--- src/rtl/cmos_pix_pack.sv ---
// rtl/cmos_pix_pack.sv - packs RGB565 pixels into DATA_W-bit FIFO words with vs frame tracking
// Optional feature macro: PACK_LINE_FLUSH_EN (zero-pad and write the partial word at each de falling edge)
module cmos_pix_pack #(
    parameter int DATA_W = 128,
    parameter bit VS_POL = 1'b1
) (
    input  logic              pixel_clk,
    input  logic              rst,
    input  logic [15:0]       pdata_i,
    input  logic              de_i,
    input  logic              vs_i,
    input  logic              wr_full,
    output logic              wr_en,
    output logic [DATA_W-1:0] wr_data,
    output logic              frame_start,
    output logic              frame_done,
    output logic [23:0]       frame_words,
    output logic              ovf_err
);
    localparam int N  = DATA_W / 16;
    localparam int LW = (N > 1) ? $clog2(N) : 1;
    localparam logic [LW-1:0] LAST_LANE = LW'(N - 1);
    localparam logic [23:0]   CNT_MAX   = 24'hFF_FFFF;

    typedef enum logic [1:0] {IDLE, ACTIVE, DROP} state_t;

    state_t            state_q, state_d;
    logic              vs_1d_q;
    logic [LW-1:0]     lane_q, lane_d;
    logic [DATA_W-1:0] word_q, word_d;
    logic [23:0]       cnt_q, cnt_d;
    logic              wr_en_q, wr_en_d;
    logic [DATA_W-1:0] wr_data_q, wr_data_d;
    logic              frame_start_q, frame_start_d;
    logic              frame_done_q, frame_done_d;
    logic [23:0]       frame_words_q, frame_words_d;
    logic              ovf_err_q, ovf_err_d;

    logic              vs_edge, pix_in, word_done, flush_req, issue, ovf;
    logic [LW-1:0]     wr_lane;
    logic [DATA_W-1:0] base_word, packed_word;

    assign vs_edge   = (vs_i == VS_POL) && (vs_1d_q != VS_POL);
    // A pixel arriving with the frame-start edge already belongs to the new frame.
    assign pix_in    = de_i && (vs_edge || (state_q == ACTIVE));
    assign wr_lane   = vs_edge ? '0 : lane_q;
    assign base_word = vs_edge ? '0 : word_q;
    assign word_done = pix_in && (wr_lane == LAST_LANE);

`ifdef PACK_LINE_FLUSH_EN
    logic de_1d_q;
    always_ff @(posedge pixel_clk) begin
        if (rst) de_1d_q <= 1'b0;
        else     de_1d_q <= de_i;
    end
    // de falling implies no pixel this cycle, so flush and word completion are exclusive.
    assign flush_req = !vs_edge && (state_q == ACTIVE) && de_1d_q && !de_i && (lane_q != '0);
`else
    assign flush_req = 1'b0;
`endif

    assign issue = word_done || flush_req;
    assign ovf   = issue && wr_full;

    always_ff @(posedge pixel_clk) begin
        if (rst) begin
            state_q       <= IDLE;
            vs_1d_q       <= 1'b0;
            lane_q        <= '0;
            word_q        <= '0;
            cnt_q         <= '0;
            wr_en_q       <= 1'b0;
            wr_data_q     <= '0;
            frame_start_q <= 1'b0;
            frame_done_q  <= 1'b0;
            frame_words_q <= '0;
            ovf_err_q     <= 1'b0;
        end else begin
            state_q       <= state_d;
            vs_1d_q       <= vs_i;
            lane_q        <= lane_d;
            word_q        <= word_d;
            cnt_q         <= cnt_d;
            wr_en_q       <= wr_en_d;
            wr_data_q     <= wr_data_d;
            frame_start_q <= frame_start_d;
            frame_done_q  <= frame_done_d;
            frame_words_q <= frame_words_d;
            ovf_err_q     <= ovf_err_d;
        end
    end

    always_comb begin
        state_d = state_q;
        if (vs_edge)
            state_d = ACTIVE;
        else if ((state_q == ACTIVE) && ovf)
            state_d = DROP;
    end

    always_comb begin
        packed_word = base_word;
        if (pix_in)
            packed_word[16*wr_lane +: 16] = pdata_i;

        word_d = packed_word;
        lane_d = pix_in ? wr_lane + LW'(1) : wr_lane;
        // Clearing after every issued word keeps unfilled lanes of a flushed word at zero.
        if (issue) begin
            word_d = '0;
            lane_d = '0;
        end

        wr_en_d   = issue && !wr_full;
        wr_data_d = wr_en_d ? packed_word : wr_data_q;

        cnt_d = vs_edge ? 24'd0 : cnt_q;
        if (wr_en_d && (cnt_d != CNT_MAX))
            cnt_d = cnt_d + 24'd1;

        frame_start_d = vs_edge;
        frame_done_d  = vs_edge && (state_q == ACTIVE);
        frame_words_d = frame_done_d ? cnt_q : frame_words_q;
        ovf_err_d     = ovf_err_q || ovf;
    end

    assign wr_en       = wr_en_q;
    assign wr_data     = wr_data_q;
    assign frame_start = frame_start_q;
    assign frame_done  = frame_done_q;
    assign frame_words = frame_words_q;
    assign ovf_err     = ovf_err_q;
endmodule

--- config.mk ---
export PLATFORM = sky130hd
export DESIGN_NAME = cmos_pix_pack
export DESIGN_NICKNAME = d
export VERILOG_FILES = /design/src/rtl/cmos_pix_pack.sv
export SDC_FILE = /design/constraint.sdc
export NUM_CORES = 1
export LEC_CHECK = 0
export ABC_CLOCK_PERIOD_IN_PS = 4330
export CAP_MARGIN = 20
export CORE_MARGIN = 4
export CORE_UTILIZATION = 41
export CTS_CLUSTER_DIAMETER = 150
export DETAILED_ROUTE_END_ITERATION = 12
export HOLD_SLACK_MARGIN = 0.1
export PLACE_DENSITY_LB_ADDON = 0.2
export SLEW_MARGIN = 25
export SYNTH_ARGS = -nofsm -noshare
export SYNTH_HDL_FRONTEND = slang
export SYNTH_SLANG_ARGS = --single-unit
--- constraint.sdc ---
create_clock -name pixel_clk -period 4.33 [get_ports pixel_clk]
set_clock_uncertainty 0.05 [all_clocks]
set_input_delay 0.6495 -clock pixel_clk [delete_from_list [all_inputs] [get_ports pixel_clk]]
set_output_delay 0.6495 -clock pixel_clk [all_outputs]
set_load 0.02 [all_outputs]
==> results of run 1 <==
## layer usage
layer	routed length, um	vias up	GRT usage [%]
met4	781	0	5.76
li1	-	5017	-
met2	15100	315	31.5
met1	15800	4838	29.7
met3	2070	61	4.03
met5	0	-	0
## area by class of cell
cell class              instances  area (um2)  area share [%]
well taps                     384         480            3.23
inverters                       7        26.3           0.176
repair buffers                195        1940            13.0
clock buffers                  49         978            6.57
multi-input cells             924        5100            34.2
clock inverters                 7        85.1           0.571
flip-flops and latches        314        6290            42.2
## cell usage after synthesis (2+ instances only)
cell type,instances
buf_4,3
xnor2_1,3
o211ai_1,3
ha_1,6
o2111ai_1,2
nand2_1,109
o21bai_1,32
o31ai_1,3
a21oi_1,155
and4_1,2
o21ai_0,9
and3_1,52
nand4_1,8
buf_2,45
or3_1,8
a211oi_2,10
inv_1,7
nor3_2,2
a31oi_1,50
o311ai_0,2
and3_4,2
and4_2,2
nor2_1,222
nand3_1,75
and2_1,22
dfxtp_1,314
o41ai_1,2
mux2i_1,16
buf_1,7
a211oi_1,87
clkbuf_1,79
nor2b_1,7
or4_1,5
a31o_2,2
nand2b_1,4
a21o_1,2
nor4_1,2
## registers in the layout, summed over array words and instances (netlist names), 2 cells and up
signal / flops
cnt_q: 24
frame_words: 24
lane_q: 3
wr_data: 128
state_q: 2
word_q: 128
## power by group
group          internal (mW)  total [mW]  switching [mW]
clock network           1.63        2.78            1.15
registers               2.90        2.91         0.00529
logic                 0.0651       0.252           0.187
total                   4.60        5.94            1.34
## logic make-up after synthesis
family | Yosys count | synth area share, %
and+or+nand+nor | 530 | 20.4
adders and majority gates | 6 | 0.627
AOI/OAI and AO/OA | 368 | 19.7
xor gates and xnor gates | 3 | 0.219
DFF | 314 | 52.5
muxes | 17 | 1.46
buffers and inverters | 142 | 5.08
## worst max-delay path by stage
stage | end | depth (start not counted)
after floorplan | wr_data[62] | 15
after global placement | wr_data[59] | 10
after detailed placement | wr_data[59] | 10
after CTS | wr_data[59] | 10
after global routing | wr_data[52] | 10
final | wr_data[52] | 10
## per-stage QoR
stage | setup slack (ps) | instance area (um2) | utilization (%)
detailed placement | 208 | 13800 | 48.1
global route | 433 | 14900 | 51.8
global placement | 303 | 13800 | 48.1
floorplan | 829 | 12000 | -
CTS | 744 | 14900 | 51.8
finish | 695 | 14900 | 51.8
## critical path, cell delays in order
cell             delay, ps
clkdlybuf4s50_1        490
nand2b_4               430
nand2_1                210
ha_1                   260
ha_1                   360
nor2b_1                190
nand4_1                560
and3_1                 450
a21oi_1                210
a211oi_1               110
==> metrics, run 1 <==
Final Power 5.94 mW; nets 1503; row count 62; fraction of layout cells with a size suffix above 1 6.35%; crit start category input pin; synth top area cells dfxtp_1, nor2_1, a21oi_1, a211oi_1, nand2_1; critical path data required time 4630 ps; H-Tree Depth 2; Synth top area share 52.5%; via count 10231; final HPWL from detailed placement 20600 um; initial antenna violation count 0; EDFF count, synth 0; pwr/cell area 399 nW/um2; IO Port Bufs 176; Mean Syn Cell Area 8.68 um2; Final Cycle Share 84.0%; FF-to-FF setup slack 1000 ps; routed wire length 33800 um; commonest non-fill, non-tap cells in the layout dfxtp_1, nor2_1, clkdlybuf4s50_1; hold path cells 2; RR Startpoint vs_1d_q; Antenna Cells 0; post-synth top area cell dfxtp_1; RSZ-0062 raised after global routing no; worst vdd ir 0.247 mV; hold_sp frame_words[16]; worst hold path class reg2reg; Worst-path clk slew 60 ps; Finished Layout Cells 1880; pin count of the biggest net entering global routing 117; DR iter-0 viols 858; vias in the first global route 9478; die width 179 um; asr flop ratio synth 0%; fillcell total 2690; setup TNS 0 ps; Syn-to-layout area delta 24.3%; yosys warns 0; CTS Buf Count 34; cts hold-fix bufs 0; final hold slack 401 ps; post-synth net total 1407; Hold Fails Final Rpt 0; Initial Utilization 41.6%; cell total after placement 1824; Seq/Total Area, Yosys 52.5%; Most used DFF post-synth dfxtp_1; Post-Syn Area 12000 um2; worst skew pair latency 520 ps; CP Class in2reg; count of unique library cells instantiated by Yosys 56; worst-margin pin slew 1020 ps; CP startpoint vs_i; Clock Root Buffer clkbuf_16; routed len/inst 18.0 um; die height 179 um; Worst Setup End Kind register; max_cap viols 0; FMAX 0.275 GHz; DR vias/cell 5.44; FF-to-FF End wr_data[52]; Total Routing Usage GR 20.6%; Final GP Congestion 0.836; max-slew violations 0; status finished, final reports clean; drc violations 0; CP Max Fanout 51; CTS tree yes; ANT nets after route 0; commonest non-fill, non-tap cell in the layout dfxtp_1; relative slew slack 31.7%; #FFs+latches synth 314; Syn Inst Count 1380; Endpoint, Worst Hold frame_words[16]; CTS sink count 314; post_cts resized 0; first-pass GRT wire length 52800 um; CP arrival 3940 ps; Final min period 3640 ps; worst-case clock buffer depth 3; Reg2Reg Depth 9; setup bufs post-CTS 0; 1st-pass router iterations 5; grt total ovfl 0; full die area 32000 um2; CORE AREA 28800 um2; Leakage Power 5.35 nW; I/O pin cnt 177; Setup violations, final 0
Note: power is estimated with default switching activity, not from simulation.
==> inputs of run 2 (changes only) <==
ABC_CLOCK_PERIOD_IN_PS = 2930   (was 4330)
clock period = 2.93 ns   (was 4.33 ns; I/O delays follow)
==> run 2 against run 1 <==
Net effect:
- sequential power increased by 48%
- die area unchanged
- sequential share of layout area decreased by 1.9 points
- global-route usage decreased by 0.23 points
- wire length decreased by 1.9%
- clock power increased by 56%
- utilization increased by 2.4 points
- cell area increased by 4.6%
- combinational power increased by 57%
- register-to-register slack got worse by 540 ps
- cell count increased by 2.7%
- critical path type unchanged
==> metrics, run 2 (synthesis gave the netlist of run 1 again) <==
die height 179 um (unchanged); via count 10311 (was 10231); Total Routing Usage GR 20.4% (was 20.6%); pin count of the biggest net entering global routing 94 (was 117); Reg2Reg Depth 9 (unchanged); worst vdd ir 0.327 mV (was 0.247 mV); relative slew slack 48.8% (was 31.7%); worst path buffer plus inverter count 3 (was 1); routed len/inst 17.1 um (was 18.0 um); commonest non-fill, non-tap cells in the layout dfxtp_1, nor2_1, clkdlybuf4s50_1 (unchanged); max-slew violations 0 (unchanged); setup bufs post-CTS 0 (unchanged); I/O pin cnt 177 (unchanged); CTS Buf Count 34 (unchanged); slowest CP cell clkdlybuf4s50_1 (was nand4_1); cell total after placement 1874 (was 1824); RSZ-0062 raised after global routing no (unchanged); CP arrival 2900 ps (was 3940 ps); FF-to-FF setup slack 460 ps (was 1000 ps); Finished Layout Cells 1931 (was 1880); fraction of layout cells with a size suffix above 1 9.76% (was 6.35%); final HPWL from detailed placement 21400 um (was 20600 um); Leakage Power 5.70 nW (was 5.35 nW); full die area 32000 um2 (unchanged); CORE AREA 28800 um2 (unchanged); final hold slack 285 ps (was 401 ps); commonest non-fill, non-tap cell in the layout dfxtp_1 (unchanged); critical path data required time 3300 ps (was 4630 ps); hold_sp rst (was frame_words[16]); Final GP Congestion 0.838 (was 0.836); max_cap viols 0 (unchanged); CP Cell Sequence clkdlybuf4s50_1 -> nand2b_4 -> nand2_1 -> buf_4 -> inv_1 -> ha_1 -> ha_1 -> o2111ai_1 -> a31o_2 -> or4_1 -> a21oi_1 (was clkdlybuf4s50_1 -> nand2b_4 -> nand2_1 -> ha_1 -> ha_1 -> nor2b_1 -> nand4_1 -> and3_1 -> a21oi_1 -> a211oi_1); crit start category input pin (unchanged); CP dominant cell by count ha_1 (unchanged); worst-case clock buffer depth 3 (unchanged); Worst-path clk slew 60 ps (about the same); Initial Utilization 41.6% (unchanged); H-Tree Depth 2 (unchanged); status finished, final reports clean (unchanged); Hold Fails Final Rpt 0 (unchanged); Endpoint, Worst Hold cnt_q[12] (was frame_words[16]); Worst path max stage delay 480 ps (was 560 ps); Final Core Density 54.1% (was 51.8%); Final Cycle Share 86.4%; CTS tree yes (unchanged); Final Power 9.05 mW (was 5.94 mW); die width 179 um (unchanged); Setup violations, final 0 (unchanged); CP delay by family, top compound AO/OA/AOI/OAI gates (was simple AND/OR/NAND/NOR gates); Final min period 2530 ps; vias in the first global route 9619 (was 9478); Clock Root Buffer clkbuf_16 (unchanged); initial antenna violation count 0 (unchanged); Worst Setup End Kind register (unchanged); grt total ovfl 0 (unchanged); CTS sink count 314 (unchanged); IO Port Bufs 176 (unchanged); FF-to-FF End cnt_q[6] (was wr_data[52]); row count 62 (unchanged); routed wire length 33100 um (was 33800 um); FMAX 0.395 GHz; drc violations 0 (unchanged); RR Startpoint lane_q[0] (was vs_1d_q); post_cts resized 0 (unchanged); fillcell total 2644 (was 2690); Syn-to-layout area delta 30.1% (was 24.3%); 1st-pass router iterations 5 (unchanged); nets 1553 (was 1503); worst hold path class in2reg (was reg2reg); ANT nets after route 0 (unchanged); worst-margin pin slew 766 ps (was 1020 ps); worst skew pair latency 500 ps (was 520 ps); first-pass GRT wire length 52700 um (was 52800 um); hold path cells 2 (unchanged); CP Max Fanout 17 (was 51); DR iter-0 viols 928 (was 858); Antenna Cells 0 (unchanged); DR vias/cell 5.34 (was 5.44); cts hold-fix bufs 0 (unchanged); pwr/cell area 580 nW/um2 (was 399 nW/um2); CP Class in2reg (unchanged)
[run 2: changes by cell type in the layout (fill, tap and decap cells not counted), moves of 2 or more]
| cell | delta |
|---|---|
| buf_12 | +17 |
| buf_4 | +33 |
| bufinv_16 | +3 |
| clkbuf_1 | -3 |
| clkbuf_8 | +2 |
| clkinv_8 | -2 |
| ha_1 | -2 |
[run 2: final cells by class]
class	instances	area [um2]	area share, %
tap	384	480	3.08
inverter	7	26.3	0.169
clock inverter	9	149	0.955
timing repair buffer	245	2530	16.2
clock buffer	48	995	6.38
multi-input combinational	924	5120	32.9
sequential	314	6290	40.3
[run 2: worst max-delay path by stage]
stage          from     endpoint  slack (ps)  cells after the start
6_report       vs_i     cnt_q[6]         400                     11
5_1_grt        vs_i     cnt_q[6]         220                     11
4_1_cts        vs_i     cnt_q[6]         420                     11
3_5_place_dp   vs_i     cnt_q[6]         -90                     11
3_3_place_gp   vs_i  wr_data[58]         -60                     11
2_1_floorplan  vs_i  wr_data[62]          10                     15
[run 2: layer usage]
layer | track usage [%] | part of all wire, % | vias up
li1 | - | - | 5110
met1 | 28.9 | 47 | 4887
met2 | 32.1 | 46 | 268
met3 | 3.67 | 5.7 | 46
met4 | 5.28 | 1.9 | 0
met5 | 0 | 0 | -
[run 2: report_power, final]
group,switching [mW],total [mW],internal [mW]
clock network,1.64,4.35,2.71
registers,0.00790,4.30,4.29
logic,0.276,0.396,0.120
[run 2: through the flow]
stage / instance area (um2) / setup slack, ps / setup TNS [ps]
after CTS: 15600 / 422 / 0
after global placement: 14400 / -57.1 / -322
after floorplan: 12000 / 9.58 / 0
after global routing: 15600 / 222 / 0
after detailed placement: 14400 / -85.8 / -515
final: 15600 / 397 / 0
